`src/rtl/fetch_unit_pkg.sv`:
```
// fetch_unit_pkg: shared widths and NOP encoding for the fetch stage
package fetch_unit_pkg;
  localparam int ADDR_W = 32;
  localparam int INSTR_W = 32;
  localparam logic [2:0] FUNCT3_ADD = 3'b000;
  localparam logic [6:0] OPCODE_ITYPE = 7'b0010011;
  localparam logic [INSTR_W-1:0] NOP = {12'h000, 5'd0, FUNCT3_ADD, 5'd0, OPCODE_ITYPE};
endpackage

```
`src/rtl/fetch_unit_if.sv`:
```
// fetch_unit_if: memory request/response, decode and redirect signals (perf counters under FETCH_PERF_EN)
interface fetch_unit_if import fetch_unit_pkg::*; ();
  logic [ADDR_W-1:0] o_req_addr;
  logic [INSTR_W-1:0] i_res_data;
  logic i_stall;
  logic i_redirect_valid;
  logic [ADDR_W-1:0] i_redirect_addr;
  logic [INSTR_W-1:0] o_instr;
  logic [ADDR_W-1:0] o_instr_pc;
  logic o_instr_valid;
`ifdef FETCH_PERF_EN
  logic [31:0] o_fetch_cnt;
  logic [31:0] o_bubble_cnt;
  modport master(output o_req_addr, o_instr, o_instr_pc, o_instr_valid, o_fetch_cnt, o_bubble_cnt,
                 input i_res_data, i_stall, i_redirect_valid, i_redirect_addr);
  modport slave(input o_req_addr, o_instr, o_instr_pc, o_instr_valid, o_fetch_cnt, o_bubble_cnt,
                output i_res_data, i_stall, i_redirect_valid, i_redirect_addr);
`else
  modport master(output o_req_addr, o_instr, o_instr_pc, o_instr_valid,
                 input i_res_data, i_stall, i_redirect_valid, i_redirect_addr);
  modport slave(input o_req_addr, o_instr, o_instr_pc, o_instr_valid,
                output i_res_data, i_stall, i_redirect_valid, i_redirect_addr);
`endif
endinterface

```
`src/rtl/fetch_unit_skid_reg.sv`:
```
// fetch_skid_reg: one-entry {pc,data} holding register with load and priority clear
module fetch_skid_reg import fetch_unit_pkg::*; (
  input  logic clk,
  input  logic reset,
  input  logic load,
  input  logic clear,
  input  logic [ADDR_W-1:0] d_pc,
  input  logic [INSTR_W-1:0] d_data,
  output logic q_v,
  output logic [ADDR_W-1:0] q_pc,
  output logic [INSTR_W-1:0] q_data
);
  always_ff @(posedge clk) begin
    if (reset) begin
      q_v <= 1'b0;
      q_pc <= '0;
      q_data <= NOP;
    end else if (clear) begin
      q_v <= 1'b0;
    end else if (load) begin
      q_v <= 1'b1;
      q_pc <= d_pc;
      q_data <= d_data;
    end
  end
endmodule

```
`src/rtl/fetch_unit.sv`:
```
// fetch_unit: PC owner pairing 1-cycle memory words with their PC, skid on stall, squash on redirect; FETCH_PERF_EN adds counters
module fetch_unit import fetch_unit_pkg::*; #(
  parameter logic [ADDR_W-1:0] RESET_PC = '0
) (
  input logic clk,
  input logic reset,
  fetch_unit_if.master f
);
  logic [ADDR_W-1:0] pc_q, if_pc, sk_pc;
  logic if_v, sk_v;
  logic [INSTR_W-1:0] sk_data;
  logic [ADDR_W-1:0] redir_pc;
  assign redir_pc = f.i_redirect_addr & ~ADDR_W'(3);
  always_ff @(posedge clk) begin
    if (reset) begin
      pc_q <= RESET_PC;
      if_v <= 1'b0;
      if_pc <= '0;
    end else if (f.i_redirect_valid) begin
      pc_q <= redir_pc;
      if_v <= 1'b0;
    end else begin
      if_v <= 1'b1;
      if_pc <= pc_q;
      pc_q <= f.i_stall ? pc_q : pc_q + ADDR_W'(4);
    end
  end
  fetch_skid_reg u_skid (
    .clk(clk),
    .reset(reset),
    .load(f.i_stall && !sk_v && if_v),
    .clear(f.i_redirect_valid || !f.i_stall),
    .d_pc(if_pc),
    .d_data(f.i_res_data),
    .q_v(sk_v),
    .q_pc(sk_pc),
    .q_data(sk_data)
  );
  always_comb begin
    f.o_req_addr = pc_q;
    f.o_instr_valid = sk_v | if_v;
    f.o_instr = sk_v ? sk_data : if_v ? f.i_res_data : NOP;
    f.o_instr_pc = sk_v ? sk_pc : if_pc;
  end
`ifdef FETCH_PERF_EN
  always_ff @(posedge clk) begin
    if (reset) begin
      f.o_fetch_cnt <= '0;
      f.o_bubble_cnt <= '0;
    end else begin
      f.o_fetch_cnt <= f.o_fetch_cnt + 32'(f.o_instr_valid & ~f.i_stall);
      f.o_bubble_cnt <= f.o_bubble_cnt + 32'(~f.o_instr_valid);
    end
  end
`endif
endmodule

```
`src/flat_wrapper.sv`:
```
// flat-port wrapper written by rule: the top's interface ports become plain ports
module fetch_unit_flat import fetch_unit_pkg::*;
#(
  parameter logic [ADDR_W-1:0] RESET_PC = '0
)
  (clk, reset, f_o_req_addr, f_o_instr, f_o_instr_pc, f_o_instr_valid, f_i_res_data, f_i_stall, f_i_redirect_valid, f_i_redirect_addr);
  fetch_unit_if f_i ();
  input logic clk;
  input logic reset;
  output wire logic [$bits(f_i.o_req_addr)-1:0] f_o_req_addr;
  output wire logic [$bits(f_i.o_instr)-1:0] f_o_instr;
  output wire logic [$bits(f_i.o_instr_pc)-1:0] f_o_instr_pc;
  output wire logic [$bits(f_i.o_instr_valid)-1:0] f_o_instr_valid;
  input wire logic [$bits(f_i.i_res_data)-1:0] f_i_res_data;
  input wire logic [$bits(f_i.i_stall)-1:0] f_i_stall;
  input wire logic [$bits(f_i.i_redirect_valid)-1:0] f_i_redirect_valid;
  input wire logic [$bits(f_i.i_redirect_addr)-1:0] f_i_redirect_addr;
  assign f_o_req_addr = f_i.o_req_addr;
  assign f_o_instr = f_i.o_instr;
  assign f_o_instr_pc = f_i.o_instr_pc;
  assign f_o_instr_valid = f_i.o_instr_valid;
  assign f_i.i_res_data = f_i_res_data;
  assign f_i.i_stall = f_i_stall;
  assign f_i.i_redirect_valid = f_i_redirect_valid;
  assign f_i.i_redirect_addr = f_i_redirect_addr;
  fetch_unit #(.RESET_PC(RESET_PC)) u_core (.clk(clk), .reset(reset), .f(f_i));
endmodule
```
`config.mk`:
```
export PLATFORM = sky130hd
export DESIGN_NAME = fetch_unit_flat
export DESIGN_NICKNAME = d
export VERILOG_FILES = /design/src/rtl/fetch_unit_pkg.sv /design/src/rtl/fetch_unit_if.sv /design/src/rtl/fetch_unit_skid_reg.sv /design/src/rtl/fetch_unit.sv /design/src/flat_wrapper.sv
export SDC_FILE = /design/constraint.sdc
export NUM_CORES = 1
export LEC_CHECK = 0
export CORE_MARGIN = 10
export CORE_UTILIZATION = 48
export DETAILED_ROUTE_END_ITERATION = 7
export GPL_TIMING_DRIVEN = 0
export PLACE_DENSITY = 0.8
export SLEW_MARGIN = 20
export SYNTH_ARGS = -nofsm -noshare
export SYNTH_HDL_FRONTEND = slang
export SYNTH_SLANG_ARGS = --single-unit
```
`constraint.sdc`:
```
create_clock -name clk -period 2.1 [get_ports clk]
set_clock_uncertainty 0.05 [all_clocks]
set_input_delay 0.42 -clock clk [delete_from_list [all_inputs] [get_ports clk]]
set_output_delay 0.42 -clock clk [all_outputs]
set_load 0.01 [all_outputs]
```
==> impl_metrics.json <==
{
  "whs_ns": 0.296,
  "fill_cells": 1014,
  "cp_top_family": "buffers and inverters",
  "p_leak_nw": 3.37,
  "drc": 0,
  "violations": "setup timing",
  "fp.dieArea_um2": 17300,
  "portBuffers": 156,
  "crit_path_max_fanout": 10,
  "hold_buffers": 0,
  "synth_ff_type": "dfxtp_1",
  "hp-class": "in2reg",
  "fin_area_um2": 8510,
  "insertion_delay_ns": 0.41,
  "worst_slew_pin_slew_ns": 0.675,
  "synth_edf_count": 0,
  "grt_max_degree": 17,
  "numClockSinks": 124,
  "drv_cap": 0,
  "place_hpwl_mm": 14.4,
  "period_share_pct": 101,
  "rsz0062_at_grt": "yes",
  "htreeDepth": 4,
  "ys_seq_area_share_pct": 41.5,
  "grt_pass1_vias": 5891,
  "antenna_found_initial": 0,
  "path_buf_inv": 4,
  "die-height_um": 132,
  "final-max-slew-violation-count": 0,
  "synth.avg_cell_area_um2": 7.85,
  "async_reset_ff_share_pct": 0,
  "crit_required_ns": 1.63,
  "syn_inst": 762,
  "path_cells": "clkbuf_16 > buf_12 > buf_4 > mux2_2 > clkbuf_2",
  "ir_drop_v": 0.000362,
  "routabilityCongestion": 0.905,
  "syn-cell-area_um2": 5980,
  "synth_cell_types": 58,
  "crit_type": "reg2out",
  "initial_core_util_pct": 49.4,
  "routed_via_density": 5.45,
  "grt_pass1_wl_mm": 31.5,
  "detail-route-antenna-nets": 0,
  "cp-end-kind": "primary output",
  "postPlaceCellArea_um2": 7760,
  "final.min_clock_period_ns": 2.12,
  "ys_ff_latch": 124,
  "fmax_mhz": 471,
  "status": "complete, but fails checks",
  "finalHoldViolCount": 0,
  "final.setup.worst_slack_ns": -0.0234,
  "coreArea_um2": 12100,
  "grtUsageTotal_pct": 22.0,
  "post-synth-top-count-cell": "nand2_1",
  "crit_path_top_delay_cell": "dfxtp_4",
  "cts_tree": "done",
  "setup-violations-final": 4,
  "max_stage_delay_ns": 0.38,
  "clockBufferDepth": 2,
  "clk_pin_slew_ns": 0.06,
  "ios": 165,
  "drt_iter0_drc": 580,
  "cts_root_buffer": "clkbuf_16",
  "synth_area_leaders": "dfxtp_1, nand2_1, a21oi_1",
  "yosys-top-cells-count": "nand2_1, dfxtp_1, a21oi_1",
  "drive_above_1_share_pct": 17.4,
  "yosysWarnings": 0,
  "dr.pass1.iters": 6,
  "cts_buffers": 17,
  "synth_top_area_share_pct": 41.5,
  "worstSetupStartpointType": "register",
  "nNetsFinal": 1023,
  "powerDensity_nw_per_um2": 744,
  "area_growth_pct": 42.3,
  "routedWlPerCell_um": 17.7,
  "num_vias": 6183,
  "rows": 40,
  "n_antenna_cell": 0,
  "critPathArrivalTime_ns": 1.65,
  "yosys.area.top_type": "dfxtp_1",
  "grt_overflow": 0,
  "die_w_um": 132,
  "timing.slew.headroom_pct": 55.0,
  "drt_wl_total_mm": 20.1
}
[kinds of logic (layout without fill, tap and decap cells)]
group,after synthesis,count (layout),share of synthesized area [%]
flops,124,124,41.5
compound gates,157,157,14.6
xor+xnor,6,6,0.879
simple gates,349,349,27.6
buf+inv,67,268,4.90
other cells,1,4,0.0627
mux,57,57,10.3
fa+ha+maj,1,1,0.209
[worst paths after layout]
kind	start	to	slack (ns)	depth (start not counted)
max	u_core.u_skid.q_v	f_o_instr_pc[22]	-0.02	5
min	f_i_redirect_valid	u_core.if_pc[14]	0.30	3
max reg2reg	u_core.f.o_req_addr[21]	u_core.f.o_req_addr[27]	0.10	5
min reg2reg	u_core.u_skid.q_pc[27]	u_core.u_skid.q_pc[27]	0.40	2
[area by class of cell]
class                   count  area, µm²  area share (%)
plain buffers              57        339            3.99
clock inverters             7        135            1.59
repair buffers            173       1550            18.2
inverters                   7       26.3           0.309
flip-flops and latches    124       2490            29.3
clock buffers              24        492            5.78
well taps                 168        210            2.47
multi-input cells         574       3260            38.3
[what timing repair did]
| item | CTS | global route |
|---|---|---|
| gates cloned | 0 | 2 |
| setup endpoints to repair | 123 | 132 |
| pin swaps | 1 | 3 |
| setup buffers | 2 | 13 |
| resized for setup | 115 | 95 |
[metrics by stage]
stage          worst slack [ns]  power [mW]  TNS (ns)  util (%)  cells
6_report                -0.0234        6.33   -0.0675      70.2   1134
5_1_grt                 -0.0579        6.51    -0.324      70.2   1134
4_1_cts                  -0.150        6.33     -2.13      69.4   1120
3_5_place_dp             -0.709        3.27    -71.98      64.1   1089
3_3_place_gp             -0.657        3.26    -66.46      64.1   1089
2_1_floorplan             0.168        2.86         0         -    765
[power by group]
group | switching (mW) | leakage [nW] | total (mW) | internal (mW)
combinational | 0.353 | 2.05 | 0.705 | 0.352
clock | 1.01 | 0.310 | 3.11 | 2.10
sequential | 0.0860 | 1.01 | 2.51 | 2.43
total | 1.45 | 3.37 | 6.33 | 4.88
[layout by cell type, fill, tap and decap left out, types with 8 or more instances in the layout]
master           netlist  routed
mux2i_1               21      21
dlygate4sd2_1          0      19
clkbuf_1              39      29
dfxtp_1              124     119
o21ai_0               34      28
clkbuf_2               2      27
nand2b_1              12      12
nor2_1                43      43
mux2_2                36      35
clkbuf_16              0      19
buf_2                 13      14
clkbuf_4               0       8
clkdlybuf4s15_1        0      15
a21oi_1               98      98
clkdlybuf4s50_1        0      93
nand2_1              218     217
nand3_1               10       8
buf_4                  4      20
nor2b_1               10       9
[worst min-delay path, delay by kind of cell]
family                 cells  cell delay [ns]
and+or+nand+nor            1             0.12
buffers and inverters      1             0.11
AOI/OAI and AO/OA          1             0.06
[layer usage]
layer  up-vias  share of wire [%]  global-route usage, %
li1       2981                  -                      -
met2       291                 46                   34.6
met1      2874                 44                   27.9
met3        37                8.7                   6.90
met5         -                  0                      0
met4         0                1.9                   7.17
[sequential cells by signal, summed over array words and instances, names as in the netlist]
signal                cells
u_core.if_pc             30
u_core.u_skid.q_v         1
u_core.u_skid.q_pc       30
u_core.if_v               1
u_core.f.o_req_addr      30
u_core.u_skid.q_data     32
(Power assumes the default switching activity.)
